==> config.mk <==
export PLATFORM = sky130hd
export DESIGN_NAME = bsh_rr_scheduler_flat
export DESIGN_NICKNAME = d
export VERILOG_FILES = /design/src/rtl/bsh_rr_scheduler_if.sv /design/src/rtl/bsh_rr_scheduler.sv /design/src/flat_wrapper.sv
export SDC_FILE = /design/constraint.sdc
export NUM_CORES = 1
export LEC_CHECK = 0
export CORE_MARGIN = 2
export CORE_UTILIZATION = 33
export DETAILED_ROUTE_END_ITERATION = 8
export PLACE_DENSITY_LB_ADDON = 0.3
export SYNTH_ARGS = -nofsm -noshare
export SYNTH_HDL_FRONTEND = slang
export SYNTH_SLANG_ARGS = --single-unit
export TNS_END_PERCENT = 10
==> constraint.sdc <==
create_clock -name clk -period 3.2 [get_ports clk]
set_clock_uncertainty 0.15 [all_clocks]
set_input_delay 0.8 -clock clk [delete_from_list [all_inputs] [get_ports clk]]
set_output_delay 0.8 -clock clk [all_outputs]
set_load 0.05 [all_outputs]
==> src/rtl/bsh_rr_scheduler_if.sv <==
// Handshake bundle between the client engines and the shared rotate scheduler.
//   req_valid/req_ready : per-requester handshake, one bit per requester
//   req_data/req_sh     : packed operands and shift amounts, requester i in slice i
//   rsp_valid/rsp_ready : result handshake toward the downstream consumer
//   rsp_data/rsp_id     : rotated result and the index of the requester it belongs to
//   busy                : result stage occupied
// master = client/consumer side, slave = scheduler side.
interface bsh_rr_scheduler_if #(
  parameter int unsigned A_WIDTH  = 8,
  parameter int unsigned SH_WIDTH = 3,
  parameter int unsigned NUM_REQ  = 4,
  parameter int unsigned ID_WIDTH = 2
) ();
  logic [NUM_REQ-1:0]          req_valid;
  logic [NUM_REQ-1:0]          req_ready;
  logic [NUM_REQ*A_WIDTH-1:0]  req_data;
  logic [NUM_REQ*SH_WIDTH-1:0] req_sh;
  logic                        rsp_valid;
  logic                        rsp_ready;
  logic [A_WIDTH-1:0]          rsp_data;
  logic [ID_WIDTH-1:0]         rsp_id;
  logic                        busy;

  modport master (
    output req_valid, req_data, req_sh, rsp_ready,
    input  req_ready, rsp_valid, rsp_data, rsp_id, busy
  );

  modport slave (
    input  req_valid, req_data, req_sh, rsp_ready,
    output req_ready, rsp_valid, rsp_data, rsp_id, busy
  );
endinterface

==> src/rtl/bsh_rr_scheduler.sv <==
// Round-robin scheduler in front of a single rotate-left barrel shifter.
// Grants one requester per cycle, rotates its operand left by (sh mod A_WIDTH)
// and holds the result in a single registered stage tagged with the requester id.
// Ports:
//   clk  : rising-edge clock
//   rst  : synchronous active-high reset
//   bus  : slave side of bsh_rr_scheduler_if (request handshake, result handshake, busy)
module bsh_rr_scheduler #(
  parameter int unsigned A_WIDTH  = 8,
  parameter int unsigned SH_WIDTH = 3,
  parameter int unsigned NUM_REQ  = 4,
  parameter int unsigned ID_WIDTH = 2
) (
  input  logic                  clk,
  input  logic                  rst,
  bsh_rr_scheduler_if.slave     bus
);

  localparam int unsigned PtrW = (NUM_REQ > 1) ? $clog2(NUM_REQ) : 1;
  localparam int unsigned AmtW = (A_WIDTH > 1) ? $clog2(A_WIDTH) : 1;

  typedef enum logic [0:0] {StIdle, StFull} state_e;

  state_e              r_state, w_state_next;
  logic [PtrW-1:0]     r_ptr, w_ptr_next;
  logic [PtrW-1:0]     w_gnt_idx;
  logic                w_gnt_found;
  logic                w_rsp_valid;
  logic                w_can_accept;
  logic                w_xfer;
  logic [A_WIDTH-1:0]  r_data;
  logic [ID_WIDTH-1:0] r_id;
  logic [A_WIDTH-1:0]  w_sel_data;
  logic [SH_WIDTH-1:0] w_sel_sh;
  logic [AmtW-1:0]     w_amt;
  logic [A_WIDTH-1:0]  w_rot;

  assign w_rsp_valid  = (r_state == StFull);
  assign w_can_accept = !w_rsp_valid || bus.rsp_ready;
  assign w_xfer       = w_gnt_found && w_can_accept;

  // First valid requester at or after the pointer, wrapping at NUM_REQ.
  always_comb begin
    logic [PtrW-1:0] v_idx;
    w_gnt_found = 1'b0;
    w_gnt_idx   = '0;
    v_idx       = '0;
    for (int unsigned k = 0; k < NUM_REQ; k++) begin
      v_idx = PtrW'((32'(r_ptr) + k) % NUM_REQ);
      if (!w_gnt_found && bus.req_valid[v_idx]) begin
        w_gnt_found = 1'b1;
        w_gnt_idx   = v_idx;
      end
    end
  end

  // Operand mux for the granted requester.
  always_comb begin
    w_sel_data = '0;
    w_sel_sh   = '0;
    for (int unsigned i = 0; i < NUM_REQ; i++) begin
      if (w_gnt_idx == PtrW'(i)) begin
        w_sel_data = bus.req_data[i*A_WIDTH +: A_WIDTH];
        w_sel_sh   = bus.req_sh[i*SH_WIDTH +: SH_WIDTH];
      end
    end
  end

  // Funnel shift of {A,A}; the upper half is the rotate-left result.
  assign w_amt = AmtW'(32'(w_sel_sh) % A_WIDTH);
  assign w_rot = A_WIDTH'(({w_sel_data, w_sel_data} << w_amt) >> A_WIDTH);

  always_comb begin
    bus.req_ready = '0;
    for (int unsigned i = 0; i < NUM_REQ; i++) begin
      bus.req_ready[i] = w_xfer && (w_gnt_idx == PtrW'(i));
    end
  end

  always_comb begin
    w_state_next = r_state;
    w_ptr_next   = r_ptr;
    if (w_xfer) begin
      w_ptr_next = PtrW'((32'(w_gnt_idx) + 1) % NUM_REQ);
    end
    unique case (r_state)
      StIdle: if (w_xfer) w_state_next = StFull;
      StFull: begin
        // Reload on the same edge when the consumer drains and a new op transfers.
        if (w_xfer)             w_state_next = StFull;
        else if (bus.rsp_ready) w_state_next = StIdle;
      end
    endcase
  end

  always_ff @(posedge clk) begin
    if (rst) begin
      r_state <= StIdle;
      r_ptr   <= '0;
      r_data  <= '0;
      r_id    <= '0;
    end else begin
      r_state <= w_state_next;
      r_ptr   <= w_ptr_next;
      if (w_xfer) begin
        r_data <= w_rot;
        r_id   <= ID_WIDTH'(w_gnt_idx);
      end
    end
  end

  assign bus.rsp_valid = w_rsp_valid;
  assign bus.busy      = w_rsp_valid;
  assign bus.rsp_data  = r_data;
  assign bus.rsp_id    = r_id;

endmodule

==> src/flat_wrapper.sv <==
// flat-port wrapper written by rule: the top's interface ports become plain ports
module bsh_rr_scheduler_flat 
#(
  parameter int unsigned A_WIDTH  = 8,
  parameter int unsigned SH_WIDTH = 3,
  parameter int unsigned NUM_REQ  = 4,
  parameter int unsigned ID_WIDTH = 2
)
  (clk, rst, bus_req_valid, bus_req_data, bus_req_sh, bus_rsp_ready, bus_req_ready, bus_rsp_valid, bus_rsp_data, bus_rsp_id, bus_busy);
  bsh_rr_scheduler_if #(.A_WIDTH(A_WIDTH), .SH_WIDTH(SH_WIDTH), .NUM_REQ(NUM_REQ), .ID_WIDTH(ID_WIDTH)) bus_i ();
  input  logic clk;
  input  logic rst;
  input wire logic [$bits(bus_i.req_valid)-1:0] bus_req_valid;
  input wire logic [$bits(bus_i.req_data)-1:0] bus_req_data;
  input wire logic [$bits(bus_i.req_sh)-1:0] bus_req_sh;
  input wire logic [$bits(bus_i.rsp_ready)-1:0] bus_rsp_ready;
  output wire logic [$bits(bus_i.req_ready)-1:0] bus_req_ready;
  output wire logic [$bits(bus_i.rsp_valid)-1:0] bus_rsp_valid;
  output wire logic [$bits(bus_i.rsp_data)-1:0] bus_rsp_data;
  output wire logic [$bits(bus_i.rsp_id)-1:0] bus_rsp_id;
  output wire logic [$bits(bus_i.busy)-1:0] bus_busy;
  assign bus_i.req_valid = bus_req_valid;
  assign bus_i.req_data = bus_req_data;
  assign bus_i.req_sh = bus_req_sh;
  assign bus_i.rsp_ready = bus_rsp_ready;
  assign bus_req_ready = bus_i.req_ready;
  assign bus_rsp_valid = bus_i.rsp_valid;
  assign bus_rsp_data = bus_i.rsp_data;
  assign bus_rsp_id = bus_i.rsp_id;
  assign bus_busy = bus_i.busy;
  bsh_rr_scheduler #(.A_WIDTH(A_WIDTH), .SH_WIDTH(SH_WIDTH), .NUM_REQ(NUM_REQ), .ID_WIDTH(ID_WIDTH)) u_core (.clk(clk), .rst(rst), .bus(bus_i));
endmodule
==> metrics.txt, run 1 <==
CP Data Required Time 3.21 ns; Placement Setup Slack -0.707 ns; non-filler cells, final 271; Static Leak between 0.9 and 1 nW; crit path DAT 3.38 ns; die area between 0.003 and 0.004 mm^2; Core Region 0.00310 mm^2; Hold/Removal Path Class reg2reg; worst path cell trace dlygate4sd2_1 > o22ai_2 > a21oi_2 > inv_2 > ha_4 > or2_4 > a221oi_4 > nor2_4 > buf_12 > mux2i_4 > mux2i_1 > a221o_1; Synth Net Count around 180; Worst path depth 12; Synth area leader dfxtp_1; vias in the first global route 1606; status finished, violations left; CP startpoint kind input pin; maximum fanout along the worst path 8; synth top area cells dfxtp_1, mux2i_1, o22ai_1; Cell Area, Synth 0.00110 mm^2; Placed Cells incl. Taps around 250; Reg2Reg Depth 13; initial antenna violation count 0; Via density 6.22; commonest non-fill, non-tap cell in the layout clkdlybuf4s50_1; first-pass GRT wire length 7320 um; sequential area share after synthesis 0.237; Initial Util 0.354; GP Congestion 0.825; routed vias 1685; launch point of the worst path bus_req_valid[3]; final hold violation count 0; Congestion Overflow GR 0; delay-heaviest family, CP compound AO/OA/AOI/OAI gates; HPWL after detailed placement about 3200 um; PnR Total Power roughly 1.9 mW; post-route setup slack -0.173 ns; Hold Path Cell Cnt 1; layout cells sized above 1 0.476; Final period util 1.05; most frequent cells in the layout clkdlybuf4s50_1, buf_4, dfxtp_1; Crit. End Element flop; Yosys warning count 0; CTS tree yes; unrepaired setup endpoints after global routing yes; Syn Area/Cell 8.53 um^2; CTS H-tree lvls 1; flop2flop setup slack 0.04 ns; Total Wirelength 6830 um; Worst Max-Slew Pin Slew 0.513 ns; minimum clock period after layout 3.37 ns; count of final setup violators 11; number of antenna repair diodes 0; Clock Latency Late Sink about 0.27 ns; Area after DPL 0.00198 mm^2; #FFs+latches synth 13; top-area cell type share of the netlist area 0.237; Post-Synthesis Cells about 130; min-delay src u_core.bus.rsp_data[7]; post-route antenna net violation count 0; DRC viols 0; maximum vdd drop approximately 0.54 mV; Critical-path top delay cell a221o_1; failing checks setup timing; Total GRT Usage 0.257; clk slew on worst S/H paths 0.08 ns; I/O Buffers 66; Pre-antenna DRT Iters 5; I/O pin count 67; Critical R2R Launch u_core.r_ptr[1]; DRT iter0 DRCs 136; Root Driver clkbuf_4; Buffers & Inverters on Critical Path 3; Num CTS Buffers 3; largest net degree at the start of global routing 9; die height ~62 um; final hold slack 0.353 ns; max cap viols 0; clock sinks 13; cell area after layout 0.00259 mm^2; Final #Nets 283; Avg WL per Cell roughly 25 um; Cell Pwr Density 727 mW/mm^2; Max Root-Sink Buffers 2; Worst path max stage delay 0.34 ns; row cnt 20; Layout Area Growth over Synthesis 135%; fmax 0.297 GHz; Slew Limit Fails 0; WS Path Type in2reg; Die X 61.7 um; Unique masters post-synth 29; Max-slew headroom 0.657; cts hold-fix bufs 0
synth_stat cells:
cell and number:
a21oi_1 5, a221o_1 8, a221oi_1 9, a221oi_2 1
and2_1 3, and2_2 1, and2b_2 1, buf_2 1
buf_4 1, buf_6 4, clkbuf_1 1, dfxtp_1 13
ha_1 4, inv_1 7, mux2i_1 15, nand2_1 6
nand2b_1 4, nand3b_1 1, nor2_1 12, nor2_2 2
nor2b_1 2, nor4_1 1, nor4b_2 1, o211a_1 1
o21ai_0 2, o221a_2 1, o22a_1 1, o22ai_1 20
or2_1 1
power breakdown:
part	leakage (nW)	switching, mW	internal (mW)	total [mW]
Sequential	0.108	0.0429	0.219	0.262
Combinational	0.858	0.830	0.692	1.52
Clock	0.0150	0.0518	0.0482	0.100
per-layer routing:
layer | global-route usage | wire length, um
met2 | 0.468 | 3110
met4 | 0.109 | 287
met1 | 0.279 | 2510
met3 | 0.0704 | 922
met5 | 0 | 0
worst paths after layout:
kind / endpoint
worst max-delay path: u_core.bus.rsp_data[3]
worst min-delay path: u_core.bus.rsp_data[7]
worst max register to register: u_core.bus.rsp_data[3]
worst min register to register: u_core.bus.rsp_data[7]
flip-flops by register name, indices dropped and copies added, names as in the netlist:
name,flops
u_core.bus.rsp_data,8
u_core.bus.rsp_id,2
u_core.r_ptr,2
u_core.bus.busy,1
worst register-to-register path, cell delays in order (launching register included):
cell and delay, ns:
dfxtp_1 0.49, nand2_1 0.10, nand2_1 0.10, a21oi_2 0.06
o22a_2 0.28, buf_4 0.16, ha_4 0.16, or2_4 0.29
a221oi_4 0.30, nor2_4 0.08, buf_12 0.17, mux2i_4 0.23
mux2i_1 0.15, a221o_1 0.34
what timing repair did:
action	CTS	global route
pin swaps	15	8
gates cloned	1	0
setup buffers	9	6
gates resized for setup	50	47
setup endpoints to repair	12	12
logic make-up (layout without fill, tap and decap cells):
logic type | count (synthesis) | after routing | share of synthesized area
AO/OA/AOI/OAI | 48 | 48 | 0.331
adder cells (fa/ha/maj) | 4 | 4 | 0.0455
buffers and inverters | 14 | 111 | 0.0796
flip-flops | 13 | 13 | 0.237
multiplexers | 15 | 15 | 0.137
AND/OR/NAND/NOR | 35 | 36 | 0.171
area by class of cell:
type                       instances  area [um^2]
multi-input combinational        103         1230
timing repair buffer             100          992
fill                             153          514
sequential                        13          260
tap                               44         55.1
clock buffer                       4         26.3
inverter                           7         26.3
per-stage QoR:
stage | utilization | TNS [ns]
after floorplan | - | 0
after global placement | 0.638 | -5.41
after detailed placement | 0.638 | -6.40
after CTS | 0.742 | 0
after global routing | 0.834 | -1.38
final | 0.834 | -1.15
Power figures use the tool's default switching activity.
==> inputs of run 2 (changes only) <==
- CORE_MARGIN: 2 -> unset
==> metrics.txt, run 2 (synthesized netlist as in run 1, its figures left out) <==
Via density 5.72 (-8.0%); most frequent cells in the layout clkdlybuf4s50_1, buf_4, dfxtp_1, o22ai_1, nor2_1; die area 0.00357 mm^2 (-6.4%); post-route setup slack -0.00432 ns (+0.168 ns); Total GRT Usage 0.245 (-0.0119); Clock Latency Late Sink 0.28 ns (about the same); Static Leak 0.958 nW (-2.2%); post-route antenna net violation count 0 (unchanged); flop2flop setup slack 0.24 ns (+0.20 ns); final hold violation count 0 (unchanged); Pre-antenna DRT Iters 5 (unchanged); clock sinks 13 (unchanged); Max Root-Sink Buffers 2 (unchanged); Reg2Reg Depth 13 (unchanged); Layout Area Growth over Synthesis 118%; initial antenna violation count 0 (unchanged); Avg WL per Cell 19.7 um (-22%); max cap viols 0 (unchanged); Congestion Overflow GR 0 (unchanged); clk slew on worst S/H paths 0.08 ns (about the same); CTS tree yes; crit path DAT 3.23 ns (-0.15 ns); number of antenna repair diodes 0 (unchanged); launch point of the worst path bus_req_valid[1]; HPWL after detailed placement 3150 um (-2.2%); final core occ 0.771 (-0.0633); switching part of the total 0.470 (-0.0205); GP Congestion 0.860 (+4.2%); Max-slew headroom 0.661 (+0.00385); cts hold-fix bufs 0 (unchanged); cell area after layout 0.00239 mm^2 (-7.6%); Cell Pwr Density 710 mW/mm^2 (-2.4%); Critical R2R Launch u_core.r_ptr[1]; row cnt 20 (unchanged); layout cells sized above 1 0.436 (-0.0396); Reg-to-Reg End u_core.bus.rsp_data[0]; largest net degree at the start of global routing 14 (+5); Crit. End Element flop; first-pass GRT wire length 6620 um (-9.5%); CP startpoint kind input pin; Num CTS Buffers 3 (unchanged); Root Driver clkbuf_4; Final period util 1.00 (-0.0526); CTS H-tree lvls 1 (unchanged); Worst Setup EP u_core.bus.rsp_data[0]; fmax 0.312 GHz (+5.3%); Worst Max-Slew Pin Slew 0.507 ns (-0.00575 ns); non-filler cells, final 271 (unchanged); routed vias 1551 (-8.0%); die height 59.7 um (-3.2%); count of final setup violators 1 (-10); vias in the first global route 1450 (-9.7%); status finished, violations left; Slew Limit Fails 0 (unchanged); DRT iter0 DRCs 117 (-14%); Placed Cells incl. Taps 254 (+0.79%); WS Path Type in2reg; Hold/Removal Path Class reg2reg; Initial Util 0.354 (unchanged); Die X 59.7 um (-3.2%); Total Wirelength 5340 um (-22%); I/O pin count 67 (unchanged); maximum fanout along the worst path 8 (unchanged); failing checks setup timing; Clk pwr share 0.064 (+0.011); Core Region 0.00310 mm^2 (unchanged); Final #Nets 283 (unchanged); minimum clock period after layout 3.20 ns (-0.168 ns); DRC viols 0 (unchanged); Fill cells 190 (+24%); maximum vdd drop 0.477 mV (-12%); Fin Setup TNS -0.00432 ns (+1.14 ns); max FFs per register 8 (unchanged); Cell Int Power 0.900 mW (-6.2%); CP Data Required Time 3.22 ns (about the same); Combinational Power Share 0.782 (-0.026); commonest non-fill, non-tap cell in the layout clkdlybuf4s50_1; P_sw 0.799 mW (-14%); I/O Buffers 66 (unchanged); Area after DPL 0.00198 mm^2 (+0.13%); Flop pwr share 0.153 (+0.014)
## run 2: changes by cell type in the layout (fill, tap and decap cells not counted), moves of 3 or more
| cell | delta |
|---|---|
| nor2_1 | +5 |
| nor2_4 | -5 |
| o22ai_4 | -5 |
| mux2i_4 | -4 |
| o22ai_1 | +4 |
| a221oi_4 | -3 |
| ha_4 | -3 |
## run 2: per-stage QoR
stage | power (mW) | worst slack [ns] | hold WS (ns)
after floorplan | 0.876 | 0.0124 | 0.383
after global placement | 1.21 | -0.563 | 0.323
after detailed placement | 1.23 | -0.722 | 0.326
after CTS | 1.50 | 0.00306 | 0.354
after global routing | 1.76 | -0.164 | 0.365
final | 1.70 | -0.00432 | 0.351
## run 2: worst min-delay path by stage
stage	from	endpoint	cells after the start	slack [ns]
after floorplan	u_core.r_ptr[1]	u_core.r_ptr[1]	2	0.38
after global placement	u_core.bus.rsp_data[5]	u_core.bus.rsp_data[5]	1	0.32
after detailed placement	u_core.bus.rsp_data[2]	u_core.bus.rsp_data[2]	1	0.33
after CTS	u_core.bus.rsp_data[7]	u_core.bus.rsp_data[7]	1	0.35
after global routing	u_core.bus.rsp_data[1]	u_core.bus.rsp_data[1]	1	0.37
final	u_core.bus.rsp_id[1]	u_core.bus.rsp_id[1]	2	0.35
## run 2: per-layer routing
metal / vias to the layer above / wire (um) / global-route usage
met5: - / 0 / 0
met3: 19 / 615 / 0.0671
met4: 0 / 187 / 0.0797
met1: 724 / 1990 / 0.283
li1: 701 / - / -
met2: 107 / 2550 / 0.435
## run 2: worst max-delay path, stage by stage
cell	delay, ns
clkdlybuf4s15_1	0.20
inv_2	0.05
a21oi_2	0.17
o22ai_2	0.09
a21oi_2	0.18
buf_6	0.14
ha_1	0.18
buf_4	0.15
inv_1	0.08
buf_4	0.18
o22ai_1	0.24
nor2_2	0.12
buf_4	0.15
nand2_2	0.11
o22ai_2	0.09
a221o_1	0.28
## run 2: area by class of cell
type | instances | area (um^2) | area share
Inverter | 7 | 26.3 | 0.0110
Multi-Input combinational cell | 102 | 1020 | 0.428
Clock buffer | 4 | 26.3 | 0.0110
Tap cell | 44 | 55.1 | 0.0230
Timing Repair Buffer | 101 | 1000 | 0.418
Sequential cell | 13 | 260 | 0.109
## run 2: timing repair
action | 4_1_cts | 5_1_grt
buffers inserted | 6 | 8
setup endpoints to repair | 12 | 12
pin swaps | 13 | 11
gates resized for setup | 33 | 37
## run 2: power groups by stage
stage,Sequential [mW],Clock (mW),Combinational [mW]
CTS,0.257,0.104,1.14
detailed placement,0.257,0,0.975
floorplan,0.431,0,0.446
global route,0.266,0.114,1.38
finish,0.261,0.109,1.33
global placement,0.257,0,0.957
==> inputs of run 3 (changes only) <==
- CORE_UTILIZATION: 33 -> 35
- clock period: 3.2 -> 3.9 ns (I/O delays scaled with it)
==> metrics.txt, run 3 (synthesized netlist as in run 1, its figures left out) <==
Max Root-Sink Buffers 2 (unchanged); met3 usage 0.0558 (-0.0113); cell area after layout 0.00196 mm^2 (-18%); GP Congestion 0.878 (+2.1%); Fill cells 259 (+36%); Clk pwr share 0.076 (+0.012); cts hold-fix bufs 0 (unchanged); worst path cell trace clkdlybuf4s50_1 > inv_1 > a21oi_1 > o22ai_1 > a21oi_2 > buf_4 > ha_2 > buf_4 > and2_1 > buf_12; CP startpoint kind input pin; most frequent cells in the layout clkdlybuf4s50_1, o22ai_1, buf_4, mux2i_1, dfxtp_1; Clock Latency Late Sink 0.27 ns (about the same); CTS H-tree lvls 1 (unchanged); Hold/Removal Path Class reg2reg; HPWL after detailed placement 2880 um (-8.5%); initial antenna violation count 0 (unchanged); minimum clock period after layout 3.77 ns; Buffers & Inverters on Critical Path 5 (-2); GR Util met2 0.432 (-0.00307); Num CTS Buffers 3 (unchanged); Worst path max stage delay 0.48 ns (+0.20 ns); Initial Util 0.382 (+0.0279); switching part of the total 0.473 (+0.00260); clock sinks 13 (unchanged); Cell Pwr Density 542 mW/mm^2 (-24%); max FFs per register 8 (unchanged); largest net degree at the start of global routing 13 (-1); Total GRT Usage 0.208 (-0.0371); GRT busiest layer met2; Critical-path top delay cell clkdlybuf4s50_1; Avg WL per Cell 14.1 um (-28%); clk slew on worst S/H paths 0.08 ns (about the same); Max-slew headroom 0.641 (-0.0201); status finished, violations left; Static Leak 0.806 nW (-16%); DRC viols 5 (+5); maximum vdd drop 0.345 mV (-28%); layout cells sized above 1 0.188 (-0.249); commonest non-fill, non-tap cell in the layout clkdlybuf4s50_1; P_sw 0.502 mW (-37%); Layout Area Growth over Synthesis 78.2%; die area 0.00337 mm^2 (-5.5%); DRT iter0 DRCs 45 (-62%); Hold Path Cell Cnt 1 (-1); Root Driver clkbuf_4; unrepaired setup endpoints after global routing no; WS Path Type in2out; Core Region 0.00288 mm^2 (-7.3%); failing checks DRC; flop2flop setup slack 1.00 ns (+0.76 ns); Final period util 0.967; Reg-to-Reg End u_core.bus.rsp_data[6]; Pre-antenna DRT Iters 6 (+1); delay-heaviest family, CP buffers and inverters; Reg2Reg Depth 13 (unchanged); final hold violation count 0 (unchanged); CTS tree yes; post-route antenna net violation count 0 (unchanged); row cnt 19 (-5.0%); Combinational Power Share 0.728 (-0.054); first-pass GRT wire length 5480 um (-17%); maximum fanout along the worst path 4 (-4); crit path DAT 2.65 ns (-0.58 ns); final core occ 0.681 (-0.0898); Cell Int Power 0.560 mW (-38%); number of antenna repair diodes 0 (unchanged); cell mode on critical path buf_4; post-CTS setup buffers 0 (-6); Final #Nets 264 (-6.7%); Slew Limit Fails 0 (unchanged); Congestion Overflow GR 0 (unchanged); I/O pin count 67 (unchanged); final hold slack 0.346 ns (-0.00576 ns); Worst Max-Slew Pin Slew 0.537 ns (+0.0297 ns); Area after DPL 0.00190 mm^2 (-4.2%); post-route setup slack 0.128 ns (+0.132 ns); Crit. End Element primary output; met1 Use GR 0.208 (-0.0754); CP Data Required Time 2.77 ns (-0.45 ns); I/O Buffers 66 (unchanged); vias in the first global route 1317 (-9.2%); routed vias 1314 (-15%); Flop pwr share 0.196 (+0.043); max cap viols 0 (unchanged); count of final setup violators 0 (-1); Critical R2R Launch u_core.r_ptr[0]; die height 58.1 um (-2.8%); min-delay src u_core.bus.rsp_data[0]; PnR Total Power 1.06 mW (-37%); Via density 5.26 (-8.2%); Total Wirelength 3530 um (-34%); fmax 0.265 GHz; Hold Crit Endpoint u_core.bus.rsp_data[0]; Placement Setup Slack -0.211 ns (+0.511 ns); Die X 58.1 um (-2.8%)
[run 3: timing repair]
item	4_1_cts	5_1_grt
hold endpoints to repair	0	0
gates resized for setup	0	12
endpoints found under the setup margin	0	10
[run 3: metal layers]
metal / routed length (um) / vias to the layer above / share of wire
li1: - / 664 / -
met1: 1410 / 616 / 0.40
met2: 1940 / 34 / 0.55
met3: 178 / 0 / 0.050
met4: 0 / 0 / 0
met5: 0 / - / 0
[run 3: area by class of cell]
class,count,area (um^2),area share
multi-input combinational,102,779,0.398
clock buffer,4,26.3,0.0134
inverter,7,26.3,0.0134
tap,42,52.6,0.0268
timing repair buffer,82,815,0.416
sequential,13,260,0.133
[run 3: how the worst max path moves through the flow]
| stage | startpoint | end | slack (ns) | cells past startpoint |
|---|---|---|---|---|
| 6_report | bus_req_valid[1] | bus_req_ready[3] | 0.13 | 10 |
| 4_1_cts | bus_req_valid[0] | bus_req_ready[3] | 0.02 | 10 |
| 3_3_place_gp | bus_req_valid[0] | u_core.bus.rsp_data[2] | -0.09 | 15 |
| 5_1_grt | bus_req_valid[1] | bus_req_ready[3] | 0.01 | 10 |
| 3_5_place_dp | bus_req_valid[0] | u_core.bus.rsp_data[6] | -0.21 | 14 |
| 2_1_floorplan | bus_req_valid[0] | bus_req_ready[1] | 0.31 | 7 |
[run 3: power by group through the flow]
stage	logic (mW)	clock network, mW	registers [mW]
3_3_place_gp	0.740	0	0.208
4_1_cts	0.759	0.0850	0.208
3_5_place_dp	0.757	0	0.210
5_1_grt	0.822	0.0907	0.214
6_report	0.774	0.0808	0.208
2_1_floorplan	0.354	0	0.353
[run 3: metrics by stage]
step	TNS (ns)	std cells
after floorplan	0	129
after global placement	-0.368	246
after detailed placement	-1.49	246
final	0	250
after global routing	0	250
after CTS	0	250
